==> src/rtl/adc_bram_capture.sv <==
// -----------------------------------------------------------------------------
// adc_bram_capture
//
// Captures pairs of ADC samples (channel 0 / channel 1) into a BRAM through
// port B. A capture is armed by a pulse on arm, started by a rising edge on
// sw_trig or ext_trig, and then writes one 32-bit word per accepted sample
// until the programmed length is reached. Samples are decimated by keeping one
// valid sample in every decim+1.
//
// Optional feature macro: ADC_THRESH_TRIG_EN
//   When defined, a rising crossing of signed adc0 through thresh also starts
//   the capture. When undefined, thresh is ignored.
//
// Parameters
//   BRAM_ADDR   BRAM word-address width; capture depth is 2^BRAM_ADDR words
//   DATA_WIDTH  per-channel sample width, two's complement (at most 16)
//
// Ports
//   clk, aresetn          clock, asynchronous active-low reset
//   adc0, adc1, adc_valid sample inputs and their valid strobe
//   arm, abort            single-cycle control pulses
//   sw_trig, ext_trig     trigger levels, edge-detected internally
//   capture_len, decim    capture length (0 = full depth) and decimation
//   thresh                channel-0 trigger level
//   bram_addr/din/en/we   BRAM port B write interface (byte address)
//   armed, busy, finish   status flags
//   words_written         words committed in the current or last capture
// -----------------------------------------------------------------------------
module adc_bram_capture #(
    parameter int unsigned BRAM_ADDR  = 11,
    parameter int unsigned DATA_WIDTH = 14
) (
    input  logic                  clk,
    input  logic                  aresetn,
    input  logic [DATA_WIDTH-1:0] adc0,
    input  logic [DATA_WIDTH-1:0] adc1,
    input  logic                  adc_valid,
    input  logic                  arm,
    input  logic                  abort,
    input  logic                  sw_trig,
    input  logic                  ext_trig,
    input  logic [BRAM_ADDR:0]    capture_len,
    input  logic [15:0]           decim,
    input  logic [DATA_WIDTH-1:0] thresh,
    output logic [31:0]           bram_addr,
    output logic [31:0]           bram_din,
    output logic                  bram_en,
    output logic [3:0]            bram_we,
    output logic                  armed,
    output logic                  busy,
    output logic                  finish,
    output logic [BRAM_ADDR:0]    words_written
);

    localparam logic [BRAM_ADDR:0] MaxLen = {1'b1, {BRAM_ADDR{1'b0}}};

    typedef enum logic [1:0] {
        StIdle,
        StArmed,
        StCapture,
        StDone
    } state_e;

    state_e             state_q;
    state_e             state_d;
    logic [BRAM_ADDR:0] len_q;
    logic [15:0]        decim_q;
    logic [15:0]        dec_cnt_q;
    logic               sw_trig_q;
    logic               ext_trig_q;
    logic [BRAM_ADDR:0] eff_len;
    logic               trig_edge;
    logic               accept;
    logic               arm_ok;
    logic               thresh_cross;

`ifdef ADC_THRESH_TRIG_EN
    // Last adc0 seen with adc_valid, for detecting an upward crossing.
    logic [DATA_WIDTH-1:0] prev_adc0_q;

    assign thresh_cross = adc_valid
                          && ($signed(adc0) >= $signed(thresh))
                          && ($signed(prev_adc0_q) < $signed(thresh));

    always_ff @(posedge clk or negedge aresetn) begin
        if (!aresetn) begin
            prev_adc0_q <= '0;
        end else if (adc_valid) begin
            prev_adc0_q <= adc0;
        end
    end
`else
    logic unused_thresh;
    assign unused_thresh = ^thresh;
    assign thresh_cross  = 1'b0;
`endif

    always_comb begin
        // 0 or anything beyond the depth means a full-depth capture.
        eff_len = capture_len;
        if (capture_len == '0 || capture_len > MaxLen) begin
            eff_len = MaxLen;
        end

        trig_edge = (sw_trig & ~sw_trig_q) | (ext_trig & ~ext_trig_q) | thresh_cross;
        arm_ok    = arm && (state_q == StIdle || state_q == StDone);

        // words_written < len_q keeps the word index below 2^BRAM_ADDR.
        accept = (state_q == StCapture) && adc_valid && (dec_cnt_q == '0)
                 && (words_written < len_q) && !abort;

        state_d = state_q;
        if (abort) begin
            state_d = StIdle;
        end else begin
            unique case (state_q)
                StIdle:    if (arm) state_d = StArmed;
                StArmed:   if (trig_edge) state_d = StCapture;
                StCapture: if (words_written == len_q) state_d = StDone;
                StDone:    if (arm) state_d = StArmed;
                default:   state_d = StIdle;
            endcase
        end
    end

    always_ff @(posedge clk or negedge aresetn) begin
        if (!aresetn) begin
            state_q       <= StIdle;
            len_q         <= '0;
            decim_q       <= '0;
            dec_cnt_q     <= '0;
            sw_trig_q     <= 1'b0;
            ext_trig_q    <= 1'b0;
            bram_addr     <= '0;
            bram_din      <= '0;
            bram_en       <= 1'b0;
            bram_we       <= '0;
            armed         <= 1'b0;
            busy          <= 1'b0;
            finish        <= 1'b0;
            words_written <= '0;
        end else begin
            // Edge detectors run in every state so a level already high at
            // arm time cannot start a capture.
            sw_trig_q  <= sw_trig;
            ext_trig_q <= ext_trig;

            state_q <= state_d;
            armed   <= (state_d == StArmed);
            busy    <= (state_d == StArmed) || (state_d == StCapture);
            finish  <= (state_d == StDone);

            bram_en <= 1'b0;
            bram_we <= 4'h0;

            if (abort) begin
                words_written <= '0;
            end else begin
                if (arm_ok) begin
                    words_written <= '0;
                    len_q         <= eff_len;
                    decim_q       <= decim;
                end

                if (state_q == StArmed && trig_edge) begin
                    dec_cnt_q <= '0;
                end else if (state_q == StCapture && adc_valid) begin
                    dec_cnt_q <= (dec_cnt_q == decim_q) ? 16'd0 : dec_cnt_q + 16'd1;
                end

                if (accept) begin
                    bram_en       <= 1'b1;
                    bram_we       <= 4'hF;
                    bram_addr     <= {{(30 - BRAM_ADDR){1'b0}},
                                      words_written[BRAM_ADDR-1:0], 2'b00};
                    bram_din      <= {16'($signed(adc1)), 16'($signed(adc0))};
                    words_written <= words_written + 1'b1;
                end
            end
        end
    end

endmodule

==> config.mk <==
export PLATFORM = sky130hd
export DESIGN_NAME = adc_bram_capture
export DESIGN_NICKNAME = d
export VERILOG_FILES = /design/src/rtl/adc_bram_capture.sv
export SDC_FILE = /design/constraint.sdc
export NUM_CORES = 1
export LEC_CHECK = 0
export ABC_CLOCK_PERIOD_IN_PS = 2100
export CAP_MARGIN = 40
export CORE_MARGIN = 8
export CORE_UTILIZATION = 57
export DETAILED_ROUTE_END_ITERATION = 10
export DONT_BUFFER_PORTS = 1
export PLACE_DENSITY = 0.83
export SETUP_SLACK_MARGIN = 0.05
export SLEW_MARGIN = 10
export SYNTH_ARGS = -nofsm -noshare
export SYNTH_HDL_FRONTEND = slang
export SYNTH_SLANG_ARGS = --single-unit
==> constraint.sdc <==
create_clock -name clk -period 2.1 [get_ports clk]
set_input_delay 0.42 -clock clk [delete_from_list [all_inputs] [get_ports clk]]
set_output_delay 0.42 -clock clk [all_outputs]
set_load 0.02 [all_outputs]
== After elaboration in Yosys (flattened, before gate mapping) ==
Index checks and enable logic that the tools add are counted.

* Add/sub/neg operators: 2
* Multiply operators: 0
* Divide/modulo/power cells: 0
* $lt $le $gt $ge: 2
* Equality and inequality tests: 8
* Shifts and indexed selects: 0
* Mux-type cells: 16
* Bitwise operators: 6
* Reductions and logical operators: 19

{| class="wikitable"
|+ Operators by type and width
! cell !! number
|-
| $mux W12 || 4
|-
| $mux W16 || 3
|-
| $add A16 B1 Y16 const B || 1
|-
| $eq A16 B16 Y1 || 1
|-
| $logic_not A16 Y1 || 1
|-
| $add A12 B1 Y12 const B || 1
|-
| $eq A12 B12 Y1 || 1
|-
| $gt A12 B12 Y1 const B || 1
|-
| $logic_not A12 Y1 || 1
|-
| $lt A12 B12 Y1 || 1
|-
| $eq A2 B2 Y1 const B || 4
|-
| $mux W2 || 4
|-
| $mux W4 || 2
|-
| $logic_and A1 B1 Y1 || 6
|-
| $pmux W2 S3 || 1
|-
| $reduce_and A2 Y1 || 3
|-
| $eq A2 B1 Y1 const B || 2
|-
| $logic_or A1 B1 Y1 || 3
|-
| $not A1 Y1 || 3
|-
| $reduce_bool A3 Y1 || 1
|-
| $and A1 B1 Y1 || 2
|-
| $logic_not A2 Y1 || 1
|-
| $mux W1 || 2
|-
| $reduce_bool A2 Y1 || 1
|-
| other kinds (3) || 3
|}

* Register bits: 109
* Latch bits: 0
* RAM bits: 0
* ROM bits: 0
* Output and inout bits: 84
* Memories kept: 0

== Depth between registers and ports, before layout ==
Gate-level depths: netlist (run 1).

* Word-level depth: 8
* Mapped depth: 10
* Depth with buffers taken out: 8

== Worst setup path after synthesis (run 1) ==
OpenSTA, ideal clock, no wires.

* Path kind: reg2reg
* Start: reg words_written[11]
* End: reg bram_addr[6]
* Setup time: 0.128 ns
* Arrival: 2.143 ns
* Data required time: 1.972 ns
* Path slack: -0.171 ns
* Stages on the path, launching flop included: 9
* Buffers on the path: 2
* Clock period less this slack: 2.271 ns
* Cell sequence: dfrtp_1 > ha_1 > nor4b_2 > and3_1 > o2111ai_2 > nor4_2 > buf_4 > buf_6 > mux2_1

* Longest elaborated chain between the ends: 4

{| class="wikitable"
|+ RTL lines
! element !! line !! text
|-
| from (decl) || 52 || <nowiki>output logic [BRAM_ADDR:0] words_written</nowiki>
|-
| from (signal assigned) || 177 || <nowiki>words_written <= words_written + 1'b1;</nowiki>
|-
| $lt A12 B12 Y1 || 110 || <nowiki>&& (words_written < len_q) && !abort;</nowiki>
|-
| $logic_and A1 B1 Y1 (2 in a row) || 110 ||
|-
| $reduce_and A2 Y1 (no line) || - ||
|-
| to (signal assigned) || 174 || <nowiki>bram_addr <= {{(30 - BRAM_ADDR){1'b0}},</nowiki>
|-
| to (decl) || 45 || <nowiki>output logic [31:0] bram_addr,</nowiki>
|}

No other way between the ends.
A chain may end at the register's enable or synchronous reset.

== Final worst setup path (run 1) ==
* Start: reg words_written[11]
* End: reg words_written[3]

* Longest elaborated chain between the ends: 5
* Elaborated cells on any way between the ends: 6
* Classes of those cells: 1 x order compare; 2 x mux; 3 x reduce/logical

{| class="wikitable"
|+ RTL lines
! element !! line !! text
|-
| $lt A12 B12 Y1 * || 110 ||
|-
| $logic_and A1 B1 Y1 * (2 in a row) || 110 ||
|-
| $mux W12 || 171 || <nowiki>if (accept) begin</nowiki>
|-
| $mux W12 || 156 || <nowiki>if (abort) begin</nowiki>
|}

Every way passes the cells marked *; elsewhere a longest branch is shown, timed or not.

==> reports/qor.yml, run 1 <==
final_util: 0.715
yosys.cell_types.count: 47
die_y_um: 111
start_kind: "flip-flop"
antenna_cells: 0
power_density_nw_per_um2: 897
gp_congestion: 0.879
grt_overflow_total: 0
status: "complete, but fails checks"
cts.sinks: 103
critical_path.max_stage_delay_ns: 0.44
cp_data_required_time_ns: 2.40
syn_to_final_growth_pct: 21.7
yosys_warnings: 0
rsz0062_at_grt: "true"
synth_top_family_by_area: "multiplexers"
ios: 161
finalCritPeriodShare: 1.13
finalWorstSetupSlack_ns: -0.264
grt_pass1_wl_um: 19500
finalHoldViolCount: 103
tns_ns: -10.74
cts_inserted_buffers: 9
worstPathMaxFanout: 6
drt-initial-drc-count: 194
syn_avg_cell_area_um2: 11.4
antenna_found_initial: 0
p_total_uw: 5590
synthSimpleGateAreaFrac: 0.117
drv_slew: 0
critPathArrivalTime_ns: 2.66
track_usage: 0.191
ys_top_cells_by_count: "dfrtp_1, mux2_1, buf_4"
syn_inst: 451
dieWidth_um: 111
grt_pass1_vias: 3849
fin_crit_ns: 2.36
endpoint_kind: "flip-flop"
ant_nets: 0
nets: 602
ir_worst_vdd_v: 0.000603
p_leak_uw: 0.00284
grt_start_max_net_pins: 104
hold_class: "input pin to asynchronous set/reset pin"
holdWs_ns: -0.257
placed_cells: 582
yosys.area_share.adder: 0.0464
drv_cap: 0
setup-violations-final: 51
violations: "hold timing, setup timing"
synth_area_leaders: "dfrtp_1, mux2_1, ha_1"
placementRows: 34
port-buffer-count: 0
stdcell_count: 618
worstSetupPathType: "flip-flop to flip-flop"
place_hpwl_um: 8500
cp_cell_sequence: "ha_4 -> nor4b_4 -> and3_4 -> o2111ai_4 -> nor4_4 -> buf_6 -> buf_12 -> buf_8 -> a21o_1 -> a22o_1"
yosysTopAreaCellShare: 0.503
h-tree-depth: 3
slew-limit-headroom: 0.603
synth_edf_count: 0
routedWlPerCell_um: 21.7
yosysMostFrequentCell: "dfrtp_1"
insertion_delay_ns: 0.36
ys_seq_elements: 103
wl_um: 13400
clkSlewWorstSetupHoldPaths_ns: 0.09
muxShareOfSynthArea: 0.125
cts_buffer_depth: 2
layout-drive-gt1-share: 0.345
ys_seq_area_frac: 0.503
setup.worst_path.start: "words_written[11]"
netlist_area_um2: 5120
die_area_um2: 12300
initial_core_util: 0.587
async_flop_share: 1.00
synth_largest_area_cell: "dfrtp_1"
synth_compound_area_frac: 0.0818
viasPerCell: 6.02
cts_tree: "done"
drc: 0
first_pass_iters: 5
cts.root.buffer_cell: "clkbuf_8"
r2r_slack_ns: -0.26
fmax_mhz: 423
synth_ff_type: "dfrtp_1"
core-area_um2: 8720
worst_path_max_delay_cell: "dfrtp_2"
fin_worst_skew_ns: 0.0113
vias: 3721
worstMarginPinSlew_ns: 0.596
synth-xor-area-share: 0.0445
regToRegStartpoint: "words_written[11]"
[kinds of logic after synthesis]
group,after synthesis
AOI/OAI and AO/OA,63
xor gates and xnor gates,26
adders and majority gates,19
buffers and inverters,72
DFF,103
muxes,57
other,1
and+or+nand+nor,110
[cell type report]
class / count / area, um2
inverters: 27 / 101
fillers: 567 / 2490
clock inverters: 3 / 20.0
flip-flops and latches: 103 / 2580
well taps: 108 / 135
multi-input cells: 297 / 2570
clock buffers: 12 / 155
repair buffers: 68 / 668
[through the flow]
step	setup slack (ns)	instance area, um2
floorplan	-0.130	5250
global placement	-0.206	5460
detailed placement	-0.305	5460
CTS	-0.215	5790
global route	-0.364	6230
finish	-0.264	6230
[power by group]
group,total (uW),switching [uW],leakage (uW),internal [uW]
sequential,2580,258,0.00136,2330
combinational,1870,898,0.00140,971
clock,1140,650,0.0000845,489
total,5590,1810,0.00284,3790
[what timing repair did]
item | 4_1_cts | 5_1_grt
gates resized for setup | 11 | 69
setup buffers | 7 | 8
endpoints found under the hold margin | 103 | 103
gates cloned | 2 | 6
setup endpoints to repair | 52 | 64
pin swaps | 5 | 5
[per-layer routing]
| metal | routed length [um] | track usage | vias up | part of all wire |
|---|---|---|---|---|
| met5 | 0 | 0 | - | 0 |
| met4 | 469 | 0.0865 | 0 | 0.035 |
| met3 | 1120 | 0.0568 | 45 | 0.084 |
| met2 | 7100 | 0.345 | 204 | 0.53 |
| met1 | 4710 | 0.199 | 1815 | 0.35 |
| li1 | - | - | 1657 | - |
[sequential cells by signal, summed over array words and instances (netlist names), 2 cells and up]
name / count
bram_din: 28
dec_cnt_q: 16
decim_q: 16
len_q: 12
words_written: 12
bram_addr: 11
state_q: 2
[path summary, 6_finish.rpt]
path / to / depth (start not counted)
setup / recovery: words_written[3] / 10
hold / removal: bram_din[5] / 0
setup reg to reg: words_written[3] / 10
hold reg to reg: len_q[11] / 2
max in group asynchronous: words_written[7] / 0
min in group clk: ext_trig_q / 0
[worst max-delay path, delay by kind of cell, from the launching register on]
kind	cells	cell delay, ns
AOI/OAI and AO/OA	3	0.39
adders and majority gates	1	0.18
buffers and inverters	3	0.46
DFF	1	0.44
and+or+nand+nor	3	0.83
[cells in the final DEF (no fill, tap or decap), types with 3 or more instances in the layout]
cell       count
dfrtp_1       97
nand2b_1       6
a21oi_2        4
o21ai_0       10
buf_12         4
ha_1          12
and4_1         3
nand3_1       17
buf_4         52
dfrtp_2        6
o21ai_1        6
a21oi_1       11
clkbuf_16      4
nor2b_1        4
nor3_1         6
xnor2_1       23
a21o_1         3
nor4_1         7
nor2_1        19
clkbuf_8      11
conb_1        21
mux2_2        16
nand4_1       11
inv_1         23
mux2_4        37
nand2_1       17
buf_6          6
xor2_1         3
mux2_1         3
a22o_1        12
ha_4           6
inv_2          4
and3_1         6
(Power assumes the default switching activity.)
==> run 2: changes to the inputs <==
--- a/config.mk
+++ b/config.mk
@@ -8,10 +8,11 @@
 export ABC_CLOCK_PERIOD_IN_PS = 2100
 export CAP_MARGIN = 40
 export CORE_MARGIN = 8
-export CORE_UTILIZATION = 57
+export CORE_UTILIZATION = 60
+export CTS_BUF_LIST = sky130_fd_sc_hd__clkbuf_4 sky130_fd_sc_hd__clkbuf_8
 export DETAILED_ROUTE_END_ITERATION = 10
 export DONT_BUFFER_PORTS = 1
-export PLACE_DENSITY = 0.83
+export PLACE_DENSITY = 0.87
 export SETUP_SLACK_MARGIN = 0.05
 export SLEW_MARGIN = 10
 export SYNTH_ARGS = -nofsm -noshare
==> run 2 against run 1 <==
Net effect:
- the flow still finishes with violations (hold timing, setup timing)
- clock-buffer cell count fell by 2
- via count rose by 4.1%
- clock power rose by 27%
- non-clock buffer count rose by 1
- routed wire length rose by 13%
- sequential cell count did not move
- worst setup slack improved by 0.022 ns
- combinational power rose by 8%
- global-route usage rose by 2.4 points
- register-to-register slack improved by 0.02 ns
- critical path depth fell by 1
- sequential share of layout area fell by 0.94 points
==> reports/qor.yml, run 2 (synthesized netlist as in run 1, its figures left out) <==
port-buffer-count: 0  # unchanged
dieWidth_um: 108  # was 111 um
grt_start_max_net_pins: 104  # unchanged
fmax_mhz: 427  # was 423 MHz
critical_path.max_stage_delay_ns: 0.38  # was 0.44 ns
critPathArrivalTime_ns: 2.61  # was 2.66 ns
viasPerCell: 6.28  # was 6.02
first_pass_iters: 5  # unchanged
stdcell_count: 617  # was 618
gp_congestion: 0.876  # was 0.879
die_area_um2: 11700  # was 12300 um2
syn_to_final_growth_pct: 24.6  # was 21.7%
holdWs_ns: -0.282  # was -0.257 ns
wl_um: 15200  # was 13400 um
worstMarginPinSlew_ns: 0.574  # was 0.596 ns
finalWorstSetupSlack_ns: -0.242  # was -0.264 ns
reg.largest.list: "bram_din (28), dec_cnt_q (16), decim_q (16)"  # unchanged
cts.root.buffer_cell: "clkbuf_8"  # unchanged
swShare: 0.331  # was 0.323
place_hpwl_um: 8540  # was 8500 um
fin_crit_ns: 2.34  # was 2.36 ns
ant_nets: 0  # unchanged
endpoint_kind: "flip-flop"  # unchanged
die_y_um: 108  # was 111 um
drc: 0  # unchanged
cts_inserted_buffers: 9  # unchanged
fill_cells: 470  # was 567
regArea_um2: 2580  # unchanged
antenna_cells: 0  # unchanged
cts.sinks: 103  # unchanged
cp_cell_sequence: "inv_1 -> ha_4 -> nor4b_4 -> and3_4 -> o2111ai_4 -> nor4_4 -> buf_6 -> clkbuf_16 -> mux2_4"  # was ha_4 -> nor4b_4 -> and3_4 -> o2111ai_4 -> nor4_4 -> buf_6 -> buf_12 -> buf_8 -> a21o_1 -> a22o_1
routedWlPerCell_um: 24.6  # was 21.7 um
drv_slew: 0  # unchanged
preCtsSetupSlack_ns: -0.216  # was -0.305 ns
vias: 3875  # was 3721
p_comb_frac: 0.333  # was 0.334
clkSlewWorstSetupHoldPaths_ns: 0.11  # was 0.09 ns
core-area_um2: 8260  # was 8720 um2
rsz0062_at_grt: "true"  # unchanged
cp_data_required_time_ns: 2.37  # was 2.40 ns
cts_tree: "done"  # unchanged
largest_register_ffs: 28  # unchanged
layout_commonest_cell: "dfrtp_1"  # unchanged
ios: 161  # unchanged
worstSetupPathType: "flip-flop to flip-flop"  # unchanged
stdcell_area_um2: 6380  # was 6230 um2
placed_cells: 581  # was 582
grt_pass1_vias: 3900  # was 3849
track_usage: 0.215  # was 0.191
grt_pass1_wl_um: 19900  # was 19500 um
layout_common_cells: "dfrtp_1, buf_4, mux2_4"  # unchanged
start_kind: "flip-flop"  # unchanged
seq_power_share: 0.428  # was 0.462
clock_power_share: 0.238  # was 0.204
antenna_found_initial: 0  # unchanged
drt-initial-drc-count: 292  # was 194
multi_input_area_um2: 2650  # was 2570 um2
initial_core_util: 0.620  # was 0.587
placementRows: 33  # was 34
cts_buffer_depth: 2  # unchanged
p_leak_uw: 0.00289  # was 0.00284 uW
ir_worst_vdd_v: 0.000609  # was 0.000603 V
drv_cap: 0  # unchanged
h-tree-depth: 3  # unchanged
nets: 603  # was 602
worst_path_max_delay_cell: "nor4_4"  # was dfrtp_2
tns_ns: -9.92  # was -10.74 ns
worstPathMaxFanout: 4  # was 6
setup-violations-final: 51  # unchanged
slew-limit-headroom: 0.617  # was 0.603
layout-drive-gt1-share: 0.369  # was 0.345
hold_class: "input pin to asynchronous set/reset pin"  # unchanged
p_int_uw: 4060  # was 3790 uW
p_sw_uw: 2010  # was 1810 uW
top_register: "bram_din"  # unchanged
status: "complete, but fails checks"  # unchanged
place_area_um2: 5460  # about the same
finalHoldViolCount: 103  # unchanged
finalCritPeriodShare: 1.12  # was 1.13
fin_worst_skew_ns: 0.0140  # was 0.0113 ns
violations: "hold timing, setup timing"  # unchanged
grt_overflow_total: 0  # unchanged
insertion_delay_ns: 0.38  # was 0.36 ns
power_density_nw_per_um2: 951  # was 897 nW/um2
## run 2: cell types whose count changed in the layout (fill, tap and decap cells not counted), moves of 2 or more
| cell | previous run | this run |
|---|---|---|
| buf_6 | 6 | 8 |
| buf_12 | 4 | 2 |
| clkinvlp_4 | 2 | 0 |
| ha_1 | 12 | 10 |
| buf_16 | 0 | 3 |
| ha_4 | 6 | 8 |
| nor4_1 | 7 | 5 |
| bufinv_16 | 0 | 2 |
| mux2_1 | 3 | 0 |
| mux2_4 | 37 | 40 |
| inv_6 | 0 | 2 |
| buf_8 | 2 | 0 |
## run 2: final cells by class
class,instances,share of cell area
multi-input combinational,297,0.415
clock buffer,10,0.0216
clock inverter,6,0.0143
timing repair buffer,69,0.107
sequential,103,0.405
inverter,27,0.0159
tap,105,0.0206
## run 2: power groups by stage
stage	logic [uW]	clock network, uW	registers, uW
2_1_floorplan	1100	0	2570
3_3_place_gp	1420	0	2600
3_5_place_dp	1500	0	2620
4_1_cts	1670	1420	2580
5_1_grt	2170	1530	2640
6_report	2020	1450	2600
## run 2: path summary, 6_finish.rpt
| check | start | endpoint | slack, ns | depth (start not counted) |
|---|---|---|---|---|
| hold / removal | aresetn | bram_din[18] | -0.28 | 0 |
| setup / recovery | len_q[11] | bram_addr[3] | -0.24 | 9 |
| hold reg to reg | len_q[10] | len_q[10] | 0.50 | 2 |
| max in group asynchronous | aresetn | decim_q[12] | 2.24 | 0 |
| setup reg to reg | len_q[11] | bram_addr[3] | -0.24 | 9 |
| min in group clk | ext_trig | ext_trig_q | 0.06 | 0 |
## run 2: critical path, delay by kind of cell (launching register included)
kind                       cells  cell delay [ns]
buffers and inverters          3             0.46
and+or+nand+nor                3             0.81
muxes                          1             0.30
AOI/OAI and AO/OA              1             0.11
DFF                            1             0.37
adders and majority gates      1             0.17
## run 2: timing repair
item | 4_1_cts | 5_1_grt
endpoints found under the setup margin | 52 | 70
setup buffers | 11 | 5
resized for setup | 37 | 56
hold endpoints to repair | 103 | 103
cloned | 4 | 3
pin swaps | 4 | 13
## run 2: metrics by stage
stage | power (uW) | utilization | hold slack, ns
global route | 6330 | 0.772 | -0.302
CTS | 5680 | 0.728 | -0.277
finish | 6070 | 0.772 | -0.282
detailed placement | 4120 | 0.661 | 0.127
floorplan | 3670 | - | 0.124
global placement | 4010 | 0.661 | 0.127
## run 2: metal layers
layer	share of wire	track usage	wire length, um	vias to the layer above
li1	-	-	-	1649
met1	0.35	0.240	5240	1914
met2	0.51	0.371	7810	253
met3	0.099	0.0702	1500	59
met4	0.041	0.0899	621	0
met5	0	0	0	-
